`src/rtl/stage_stream_fifo_if.sv`:
```
`default_nettype none
// ============================================================================
// Module   : stage_stream_fifo_if
// Brief    : Write-side and read-side stream handshake of stage_stream_fifo.
// Revision : 1.0 - initial release
// ============================================================================
interface stage_stream_fifo_if #(
  parameter int WIDTH = 32
);
  logic [WIDTH-1:0] in_data;
  logic             in_fst;
  logic             in_vld;
  logic             in_rdy;
  logic [WIDTH-1:0] out_data;
  logic             out_fst;
  logic             out_vld;
  logic             out_rdy;

  // master: the producer/consumer environment around the FIFO
  modport master (
    output in_data, in_fst, in_vld, out_rdy,
    input  in_rdy, out_data, out_fst, out_vld
  );

  // slave: the FIFO itself
  modport slave (
    input  in_data, in_fst, in_vld, out_rdy,
    output in_rdy, out_data, out_fst, out_vld
  );
endinterface
`default_nettype wire

```
`src/rtl/stage_stream_fifo.sv`:
```
`default_nettype none
// ============================================================================
// Module   : stage_stream_fifo
// Brief    : First-word-fall-through stream FIFO with frame (fst) counting.
//            Define STAGE_FIFO_BYPASS_EN for a zero-latency empty bypass.
// Revision : 1.0 - initial release
// ============================================================================
module stage_stream_fifo #(
  parameter int WIDTH        = 32,
  parameter int DEPTH        = 16,
  parameter int AFULL_THRESH = DEPTH - 4
) (
  input  wire logic                   clk,
  input  wire logic                   reset,
  input  wire logic                   flush,
  stage_stream_fifo_if.slave          bus,
  output logic [$clog2(DEPTH):0]      level,
  output logic                        afull,
  output logic [$clog2(DEPTH):0]      frames
);

  localparam int            c_aw    = $clog2(DEPTH);
  localparam logic [c_aw:0] c_one   = (c_aw + 1)'(1);
  localparam logic [c_aw:0] c_afull = (c_aw + 1)'(AFULL_THRESH);

  logic [WIDTH:0]  r_mem [DEPTH];
  logic [c_aw:0]   r_wr_ptr;
  logic [c_aw:0]   r_rd_ptr;
  logic [c_aw:0]   r_level;
  logic [c_aw:0]   r_frames;

  logic [WIDTH:0]  w_head;
  logic            w_full;
  logic            w_empty;
  logic            w_head_vld;
  logic            w_bypass;
  logic            w_push;
  logic            w_pop;
  logic            w_fst_in;
  logic            w_fst_out;

  assign w_head  = r_mem[r_rd_ptr[c_aw-1:0]];
  assign w_empty = (r_wr_ptr == r_rd_ptr);
  assign w_full  = (r_wr_ptr[c_aw] != r_rd_ptr[c_aw]) &&
                   (r_wr_ptr[c_aw-1:0] == r_rd_ptr[c_aw-1:0]);

  always_comb begin
    bus.in_rdy   = !w_full && !flush && reset;
    w_head_vld   = !w_empty && !flush && reset;
    w_bypass     = 1'b0;
    bus.out_vld  = w_head_vld;
    bus.out_data = w_head[WIDTH-1:0];
    bus.out_fst  = w_head_vld && w_head[WIDTH];
`ifdef STAGE_FIFO_BYPASS_EN
    // Empty FIFO with a ready consumer: hand the word straight through unstored
    w_bypass = w_empty && bus.in_vld && bus.in_rdy && bus.out_rdy;
    if (w_bypass) begin
      bus.out_vld  = 1'b1;
      bus.out_data = bus.in_data;
      bus.out_fst  = bus.in_fst;
    end
`endif
    w_push    = bus.in_vld && bus.in_rdy && !w_bypass;
    w_pop     = w_head_vld && bus.out_rdy;
    w_fst_in  = w_push && bus.in_fst;
    w_fst_out = w_pop && w_head[WIDTH];
  end

  // Storage is deliberately left out of reset; only pointers define validity
  always_ff @(posedge clk) begin
    if (w_push) begin
      r_mem[r_wr_ptr[c_aw-1:0]] <= {bus.in_fst, bus.in_data};
    end
  end

  always_ff @(posedge clk) begin
    if (!reset || flush) begin
      r_wr_ptr <= '0;
      r_rd_ptr <= '0;
      r_level  <= '0;
      r_frames <= '0;
    end else begin
      if (w_push) begin
        r_wr_ptr <= r_wr_ptr + c_one;
      end
      if (w_pop) begin
        r_rd_ptr <= r_rd_ptr + c_one;
      end
      if (w_push && !w_pop) begin
        r_level <= r_level + c_one;
      end else if (!w_push && w_pop) begin
        r_level <= r_level - c_one;
      end
      if (w_fst_in && !w_fst_out) begin
        r_frames <= r_frames + c_one;
      end else if (!w_fst_in && w_fst_out) begin
        r_frames <= r_frames - c_one;
      end
    end
  end

  assign level  = r_level;
  assign frames = r_frames;
  assign afull  = (r_level >= c_afull);

endmodule
`default_nettype wire

```
`src/flat_wrapper.sv`:
```
// flat-port wrapper written by rule: the top's interface ports become plain ports
module stage_stream_fifo_flat 
#(
  parameter int WIDTH        = 32,
  parameter int DEPTH        = 16,
  parameter int AFULL_THRESH = DEPTH - 4
)
  (clk, reset, flush, level, afull, frames, bus_in_data, bus_in_fst, bus_in_vld, bus_out_rdy, bus_in_rdy, bus_out_data, bus_out_fst, bus_out_vld);
  stage_stream_fifo_if #(.WIDTH(WIDTH)) bus_i ();
  input  wire logic clk;
  input  wire logic reset;
  input  wire logic flush;
  output logic [$clog2(DEPTH):0] level;
  output logic afull;
  output logic [$clog2(DEPTH):0] frames;
  input wire logic [$bits(bus_i.in_data)-1:0] bus_in_data;
  input wire logic [$bits(bus_i.in_fst)-1:0] bus_in_fst;
  input wire logic [$bits(bus_i.in_vld)-1:0] bus_in_vld;
  input wire logic [$bits(bus_i.out_rdy)-1:0] bus_out_rdy;
  output wire logic [$bits(bus_i.in_rdy)-1:0] bus_in_rdy;
  output wire logic [$bits(bus_i.out_data)-1:0] bus_out_data;
  output wire logic [$bits(bus_i.out_fst)-1:0] bus_out_fst;
  output wire logic [$bits(bus_i.out_vld)-1:0] bus_out_vld;
  assign bus_i.in_data = bus_in_data;
  assign bus_i.in_fst = bus_in_fst;
  assign bus_i.in_vld = bus_in_vld;
  assign bus_i.out_rdy = bus_out_rdy;
  assign bus_in_rdy = bus_i.in_rdy;
  assign bus_out_data = bus_i.out_data;
  assign bus_out_fst = bus_i.out_fst;
  assign bus_out_vld = bus_i.out_vld;
  stage_stream_fifo #(.WIDTH(WIDTH), .DEPTH(DEPTH), .AFULL_THRESH(AFULL_THRESH)) u_core (.clk(clk), .reset(reset), .flush(flush), .bus(bus_i), .level(level), .afull(afull), .frames(frames));
endmodule
```
`config.mk`:
```
export PLATFORM = sky130hd
export DESIGN_NAME = stage_stream_fifo_flat
export DESIGN_NICKNAME = d
export VERILOG_FILES = /design/src/rtl/stage_stream_fifo_if.sv /design/src/rtl/stage_stream_fifo.sv /design/src/flat_wrapper.sv
export SDC_FILE = /design/constraint.sdc
export NUM_CORES = 1
export LEC_CHECK = 0
export CAP_MARGIN = 25
export CELL_PAD_IN_SITES_DETAIL_PLACEMENT = 1
export CELL_PAD_IN_SITES_GLOBAL_PLACEMENT = 2
export CORE_MARGIN = 1.5
export CORE_UTILIZATION = 50
export DETAILED_ROUTE_END_ITERATION = 10
export DONT_BUFFER_PORTS = 1
export PLACE_DENSITY = 0.75
export SLEW_MARGIN = 20
export SYNTH_ARGS = -nofsm -noshare
export SYNTH_HDL_FRONTEND = slang
export SYNTH_SLANG_ARGS = --single-unit
```
`constraint.sdc`:
```
create_clock -name clk -period 5.5 [get_ports clk]
set_input_delay 1.1 -clock clk [delete_from_list [all_inputs] [get_ports clk]]
set_output_delay 1.1 -clock clk [all_outputs]
set_load 0.01 [all_outputs]
```
# Yosys cells after proc, flatten, opt, wreduce, memory -nomap -nowiden
# Memories as Yosys holds them, arrays and structs flattened. A register that Yosys moved wholly into a read port is not among the register bits.
# Index checks and enable logic that the tools add are counted.
[op_classes] reduce_logical=25 muxes=8 n_addsub=6 magnitude_cmp=1 eq_ne=3
[ops] cell="$add 5x1->5 const B" count=4
[ops] cell="$mux 5" count=4
[ops] cell="$logic_and 1x1->1" count=14
[ops] cell="$sub 5x1->5 const B" count=2
[ops] cell="$logic_not 1->1" count=8
[ops] cell="$mux 4" count=2
[ops] cell="$eq 5x5->1" count=1
[ops] cell="$ge 5x4->1 const B" count=1
[ops] cell="$eq 4x4->1" count=1
[ops] cell="$reduce_bool 2->1" count=2
[ops] cell="$mux 1" count=2
[ops] cell="$logic_or 1x1->1" count=1
[ops] cell="$ne 1x1->1" count=1
[word_totals] ff_bits=20 mem_bits_rw=528 out_inout_bits=46 memories=1
[memory_table] name="u_core.r_mem" depth=16 width=33 rd=1 rd_clocked_by_memory_dff=1 wr=1 line="stage_stream_fifo.sv:26" text="logic [WIDTH:0] r_mem [DEPTH];"

# Logic depth before layout (Yosys ltp)
# Gate-level depths: netlist of run 1.
[logic_depth] depth_word=11 ltp_mapped=14 mapped_depth_nobuf=11

# Worst setup path after synthesis of run 1
# Ideal clock, no wire load.
[synth_path] kind="input -> register" startpoint="input flush" endpoint="register u_core.r_frames[4] (netlist: u_core.frames[4])" arrival_time_ns=3.368 path_stages=12 setup_slack_ns=2.060 setup_ns=0.072 path_cell_list="nand2b_1 -> clkbuf_1 -> clkbuf_1 -> a21oi_1 -> nand3_1 -> ha_1 -> inv_1 -> ha_1 -> a21o_1 -> a21oi_1 -> mux2i_1 -> mux2i_1"
[synth_between] elab_chain_len=8
[synth_rtl] item="from (decl)" line="flat_wrapper.sv:12" text="input wire logic flush;"
[synth_rtl] item="$logic_not 1->1 (*)" line="stage_stream_fifo.sv:49" text="w_head_vld = !w_empty && !flush && reset;"
[synth_rtl] item="$logic_and 1x1->1 (*) (2 in a row)" line="stage_stream_fifo.sv:49"
[synth_rtl] item="net bus_out_vld" line="flat_wrapper.sv:23" text="output wire logic [$bits(bus_i.out_vld)-1:0] bus_out_vld;"
[synth_rtl] item="$logic_and 1x1->1 (*)" line="stage_stream_fifo.sv:64" text="w_pop = w_head_vld && bus.out_rdy;"
[synth_rtl] item="$logic_and 1x1->1 (*)" line="stage_stream_fifo.sv:66" text="w_fst_out = w_pop && w_head[WIDTH];"
[synth_rtl] item="$logic_not 1->1" line="stage_stream_fifo.sv:94" text="if (w_fst_in && !w_fst_out) begin"
[synth_rtl] item="$logic_and 1x1->1" line="stage_stream_fifo.sv:94"
[synth_rtl] item="$mux 5 / $reduce_bool 2->1 (equally long branches)"
[synth_rtl] item="to (signal assigned)" line="stage_stream_fifo.sv:95" text="r_frames <= r_frames + c_one;"
[synth_rtl] item="to (signal assigned)" line="stage_stream_fifo.sv:97" text="r_frames <= r_frames - c_one;"
[synth_rtl] item="to (decl)" line="stage_stream_fifo.sv:30" text="logic [c_aw:0] r_frames;"
# The timed path passes the listed nets; every way through them passes the cells marked *.
# A chain may end at the register's enable or synchronous reset.

==> impl_metrics.env, run 1 <==
export IMPL_peakVddDrop_v=0.0002627
export IMPL_fp_dieH_um=209.5
export IMPL_slew_headroom_pct=36.15
export IMPL_gp_congestion=0.7021
export IMPL_async_flop_share_pct=0
export IMPL_wl_per_cell_um=30.07
export IMPL_netlist_area_mm2=0.02133
export IMPL_seq_power_share_pct=54.6
export IMPL_ctsResizeCount=0
export IMPL_grt_overflow=0
export IMPL_drt_initial_drc_count=864
export IMPL_fin_skew_ns=0.03613
export IMPL_dieArea_mm2=0.04391
export IMPL_synthCells=909
export IMPL_place_ws_ns=1.421
export IMPL_first_global_vias=10050
export IMPL_ys_top_cells_by_count="528 x edfxtp_1, 164 x mux4_2, 24 x dfxtp_1"
export IMPL_yosys_area_top_type="edfxtp_1"
export IMPL_setup_worst_path_start_class="flop"
export IMPL_hp_start="u_core.r_rd_ptr[4]"
export IMPL_ys_flop_type="edfxtp_1"
export IMPL_switching_share_pct=19.29
export IMPL_core_area_mm2=0.04204
export IMPL_crit_required_ns=4.40
export IMPL_cts_buffer_depth=3
export IMPL_worstMarginPinSlew_ns=0.9578
export IMPL_yosys_warnings=0
export IMPL_timing_final_ws_setup_ns=1.306
export IMPL_h_tree_depth=2
export IMPL_synth_seq_cells=552
export IMPL_hpwl_um=25860
export IMPL_cp_max_fo=34
export IMPL_ant_nets=0
export IMPL_drc=0
export IMPL_globalRouteTotalUtil_pct=21.66
export IMPL_seq_area_frac_synth_pct=76.58
export IMPL_yosysMostFrequentCell="edfxtp_1"
export IMPL_multi_input_area_mm2=0.004745
export IMPL_nFillCells=3472
export IMPL_max_freq_mhz=238.4
export IMPL_leakagePower_nw=7.311
export IMPL_arrival_ns=3.09
export IMPL_crit_type="reg2out"
export IMPL_cts_root_buf="clkbuf_16"
export IMPL_syn_nets=962
export IMPL_ff_latch_area_mm2=0.01635
export IMPL_period_needed_ns=4.194
export IMPL_pin_count=84
export IMPL_grt_max_degree=65
export IMPL_period_share_pct=76.26
export IMPL_drive_gt1_share_pct=29.93
export IMPL_setup_viol=0
export IMPL_wl_um=45950
export IMPL_synth_area_per_cell_um2=23.47
export IMPL_netlist_area_leader_share_pct=74.33
export IMPL_start_util_pct=50.74
export IMPL_cts_sinks=552
export IMPL_num_vias=9348
export IMPL_postCtsSetupRepairBufs=0
export IMPL_power_density_mw_per_mm2=356.0
export IMPL_rsz0062_at_grt="no"
export IMPL_placedCellCount=1426
export IMPL_p_clk_share_pct=44.0
export IMPL_die_w_um=209.5
export IMPL_fin_hold_ws_ns=0.5122
export IMPL_nNetsFinal=997
export IMPL_hold_path_class="reg2reg"
export IMPL_dr_pass1_iters=7
export IMPL_grt_pass1_wl_um=68100
export IMPL_max_cap_viol_count=0
export IMPL_status="finished, final reports clean"
export IMPL_p_int_w=0.006841
export IMPL_vias_per_cell=6.118
export IMPL_setup_tns_ns=0
export IMPL_portBuffers=0
export IMPL_synthDistinctLibCells=28
export IMPL_fin_cells=1528
export IMPL_pwr_share_comb_pct=1.4
export IMPL_end_kind="primary output"
export IMPL_fp_row_count=75
export IMPL_tritoncts="built"
export IMPL_area_delta_synth_final_pct=11.61
export IMPL_p_switching_w=0.001635
export IMPL_synth_edf_count=528
export IMPL_slew_viol_final=0
export IMPL_cts_buffers=54
export IMPL_grt_antenna_before_repair=0
export IMPL_clkTransAtPathRegs_ns=0.06
export IMPL_synth_area_leaders="edfxtp_1 74%, mux4_2 17%, dfxtp_1 2.3%"
export IMPL_hold_viol=0
export IMPL_antenna_cells=0
export IMPL_clock_latency_ns=0.62
export IMPL_cts_hold_buf=0
-- placed cells by master, fill, tap and decap left out, drive strengths merged --
master	instances
a2111o	6
a21boi	2
a21o	5
a21oi	15
and2	3
and3	16
buf	25
bufinv	7
clkbuf	62
clkinv	27
clkinvlp	3
dfxtp	24
edfxtp	528
fa	2
ha	13
inv	6
mux2i	14
mux4	164
nand2	19
nand2b	4
nand3	4
nand4	3
nor2	13
nor2b	3
nor4	1
o21ai	6
o31ai	2
xnor2	3
xor2	9
-- cells by family (layout without fill, tap and decap cells) --
| kind of cell | count (synthesis) | in the layout | synth area share, % |
|---|---|---|---|
| AO/OA/AOI/OAI | 36 | 36 | 1.126 |
| adder cells (fa/ha/maj) | 15 | 15 | 0.9503 |
| multiplexers | 178 | 178 | 17.97 |
| AND/OR/NAND/NOR | 66 | 66 | 1.607 |
| XOR/XNOR | 12 | 12 | 0.4928 |
| buffers and inverters | 50 | 130 | 1.267 |
| flip-flops | 552 | 552 | 76.58 |
-- power by group through the flow --
stage | sequential (W) | clock (W) | combinational (W)
floorplan | 0.00471 | 0 | 0.0000999
global placement | 0.00471 | 0 | 0.000119
detailed placement | 0.00471 | 0 | 0.000120
CTS | 0.00462 | 0.00381 | 0.000121
global route | 0.00462 | 0.00393 | 0.000128
finish | 0.00462 | 0.00373 | 0.000118
-- worst max-delay path, cell delays in order, from the launching register on --
cell and delay (ns):
dfxtp_4 0.84, buf_4 0.50, mux4_2 0.56, mux4_2 0.56
-- state kept, by name, indices dropped and copies added, names as in the netlist, named ones only --
signal / cells
u_core.r_mem: 528
u_core.level: 5
u_core.frames: 5
u_core.r_wr_ptr: 5
u_core.r_rd_ptr: 5
-- per-layer routing --
metal / track usage (%) / up-vias / share of wire, % / routed length (µm)
met5: 0 / - / 0 / 0
met4: 6.276 / 0 / 2.4 / 1080
met3: 4.878 / 76 / 5.9 / 2723
met2: 35.16 / 261 / 49 / 22660
met1: 29.88 / 5060 / 42 / 19480
li1: - / 3951 / - / -
-- final timing paths --
| check | end | slack [ns] | cells after the start |
|---|---|---|---|
| worst max-delay path | bus_out_data[17] | 1.31 | 3 |
| worst min-delay path | u_core.r_rd_ptr[4] | 0.51 | 2 |
| worst max register to register | u_core.frames[4] | 2.03 | 11 |
| worst min register to register | u_core.r_rd_ptr[4] | 0.51 | 2 |
-- area by class of cell --
class / count / share of cell area, %
well taps: 539 / 2.833
repair buffers: 25 / 0.9460
clock buffers: 62 / 5.928
clock inverters: 39 / 1.629
multi-input cells: 307 / 19.93
inverters: 4 / 0.06307
flip-flops and latches: 552 / 68.67
-- through the flow --
step	total power (W)	instance area (µm²)	util [%]
floorplan	0.004809	21330	-
global placement	0.004833	22000	52.33
detailed placement	0.004835	22000	52.33
CTS	0.008551	23800	56.61
global route	0.008686	23810	56.63
finish	0.008476	23810	56.63
(Power assumes the default switching activity.)
==> inputs of run 2 (changes only) <==
clock period = 3.96 ns   (was 5.5 ns; I/O delays follow)
==> impl_metrics.env, run 2 (synthesized netlist as in run 1, its figures left out) <==
export IMPL_area_delta_synth_final_pct=11.85
export IMPL_hold_path_class="in2reg"
export IMPL_cts_root_buf="clkbuf_16"
export IMPL_grt_overflow=0
export IMPL_vias_per_cell=6.198
export IMPL_clock_latency_ns=0.61
export IMPL_r2r_cells=11
export IMPL_gp_congestion=0.6913
export IMPL_rsz0062_at_grt="no"
export IMPL_slew_viol_final=0
export IMPL_ant_nets=0
export IMPL_final_cell_mix="528 x edfxtp_1, 164 x mux4_2, 56 x clkbuf_16"
export IMPL_final_common_cell="edfxtp_1"
export IMPL_wl_um=45430
export IMPL_design_area_mm2=0.02386
export IMPL_cts_sinks=552
export IMPL_period_share_pct=89.99
export IMPL_worstMarginPinSlew_ns=0.6970
export IMPL_portBuffers=0
export IMPL_slew_headroom_pct=53.53
export IMPL_num_vias=9477
export IMPL_dieArea_mm2=0.04391
export IMPL_fin_skew_ns=0.01640
export IMPL_hpwl_um=24510
export IMPL_cp_max_fo=81
export IMPL_globalRouteTotalUtil_pct=21.59
export IMPL_end_kind="primary output"
export IMPL_dpl_cell_area_mm2=0.02223
export IMPL_period_needed_ns=3.564
export IMPL_max_freq_mhz=280.6
export IMPL_nNetsFinal=1002
export IMPL_core_area_mm2=0.04204
export IMPL_power_density_mw_per_mm2=476.2
export IMPL_start_util_pct=50.74
export IMPL_drc=0
export IMPL_dr_pass1_iters=5
export IMPL_leakagePower_nw=7.276
export IMPL_max_cap_viol_count=0
export IMPL_place_ws_ns=0.8350
export IMPL_worstSetupEndpoint="bus_out_data[22]"
export IMPL_crit_type="reg2out"
export IMPL_die_w_um=209.5
export IMPL_cpMostUsedCell="mux4_2"
export IMPL_antenna_cells=0
export IMPL_placedCellCount=1431
export IMPL_h_tree_depth=2
export IMPL_largest_register_ffs=528
export IMPL_cpMaxStageDelayCell="mux4_2"
export IMPL_setup_tns_ns=0
export IMPL_wl_per_cell_um=29.71
export IMPL_hold_depth=0
export IMPL_cts_hold_buf=0
export IMPL_hold_viol=0
export IMPL_ctsResizeCount=0
export IMPL_setup_viol=0
export IMPL_path_cells="buf_12 -> mux4_2 -> mux4_2"
export IMPL_setup_worst_path_start_class="flop"
export IMPL_tritoncts="built"
export IMPL_grt_antenna_before_repair=0
export IMPL_drive_gt1_share_pct=28.89
export IMPL_grt_pass1_wl_um=67630
export IMPL_status="finished, final reports clean"
export IMPL_arrival_ns=2.77
export IMPL_crit_required_ns=3.17
export IMPL_timing_final_ws_setup_ns=0.3962
export IMPL_fp_row_count=75
export IMPL_slowest_delay_ns=0.61
export IMPL_clkTransAtPathRegs_ns=0.06
export IMPL_peakVddDrop_v=0.0003983
export IMPL_drt_initial_drc_count=708
export IMPL_first_global_vias=10220
export IMPL_fp_dieH_um=209.5
export IMPL_fin_cells=1529
export IMPL_pin_count=84
export IMPL_cts_buffer_depth=3
export IMPL_grt_max_degree=82
export IMPL_reg2reg_to="u_core.frames[4]"
export IMPL_ff2ff_setup_slack_ns=0.88
export IMPL_cts_buffers=55
export IMPL_postCtsSetupRepairBufs=0
export IMPL_fin_hold_ws_ns=0.2745
run 2: changes by cell type in the layout (fill, tap and decap cells not counted):
cell       change
buf_12        +15
buf_4         -11
bufinv_16      -6
clkbuf_1       +4
clkbuf_16      +2
clkbuf_8       -3
clkinv_1       +7
clkinv_2       -7
clkinv_4       +1
inv_6          -1
run 2: critical path: cells and delay by family (launching register included):
family                 cells  cell delay (ns)
buffers and inverters      1             0.55
multiplexers               2             1.17
flip-flops                 1             0.43
run 2: how the worst min path moves through the flow:
stage | end | start | slack [ns]
floorplan | u_core.r_rd_ptr[4] | u_core.r_rd_ptr[4] | 0.48
global placement | u_core.r_rd_ptr[4] | u_core.r_rd_ptr[4] | 0.49
detailed placement | u_core.r_rd_ptr[4] | u_core.r_rd_ptr[4] | 0.51
CTS | u_core.r_mem[11][15] | bus_in_data[15] | 0.23
global route | u_core.r_mem[2][2] | bus_in_data[2] | 0.24
finish | u_core.r_mem[3][21] | bus_in_data[21] | 0.27
run 2: metal layers:
layer	GRT usage, %	share of wire (%)	wire, µm	up-vias
met5	0	0	0	-
met4	6.400	2.4	1088	0
met3	5.551	7.2	3250	82
met2	34.76	49	22400	291
met1	29.48	41	18690	5145
li1	-	-	-	3959
run 2: area by class of cell:
type | count | area, µm²
clock buffer | 65 | 1435
clock inverter | 33 | 198.9
fill | 3472 | 18180
inverter | 4 | 15.01
multi-input combinational | 307 | 4745
sequential | 552 | 16350
tap | 539 | 674.4
timing repair buffer | 29 | 442.9
run 2: where the power goes:
group          leakage (nW)  internal, W  switching, W  total (W)
registers              4.95      0.00641     0.0000104    0.00642
logic                  1.54    0.0000831     0.0000885   0.000172
clock network         0.793      0.00264       0.00213    0.00477
run 2: stage by stage:
stage                     utilization (%)  power, W
final                               56.75   0.01136
after global routing                56.75   0.01166
after floorplan                         -  0.006679
after detailed placement            52.87  0.006718
after CTS                           56.75   0.01147
after global placement              52.87  0.006714
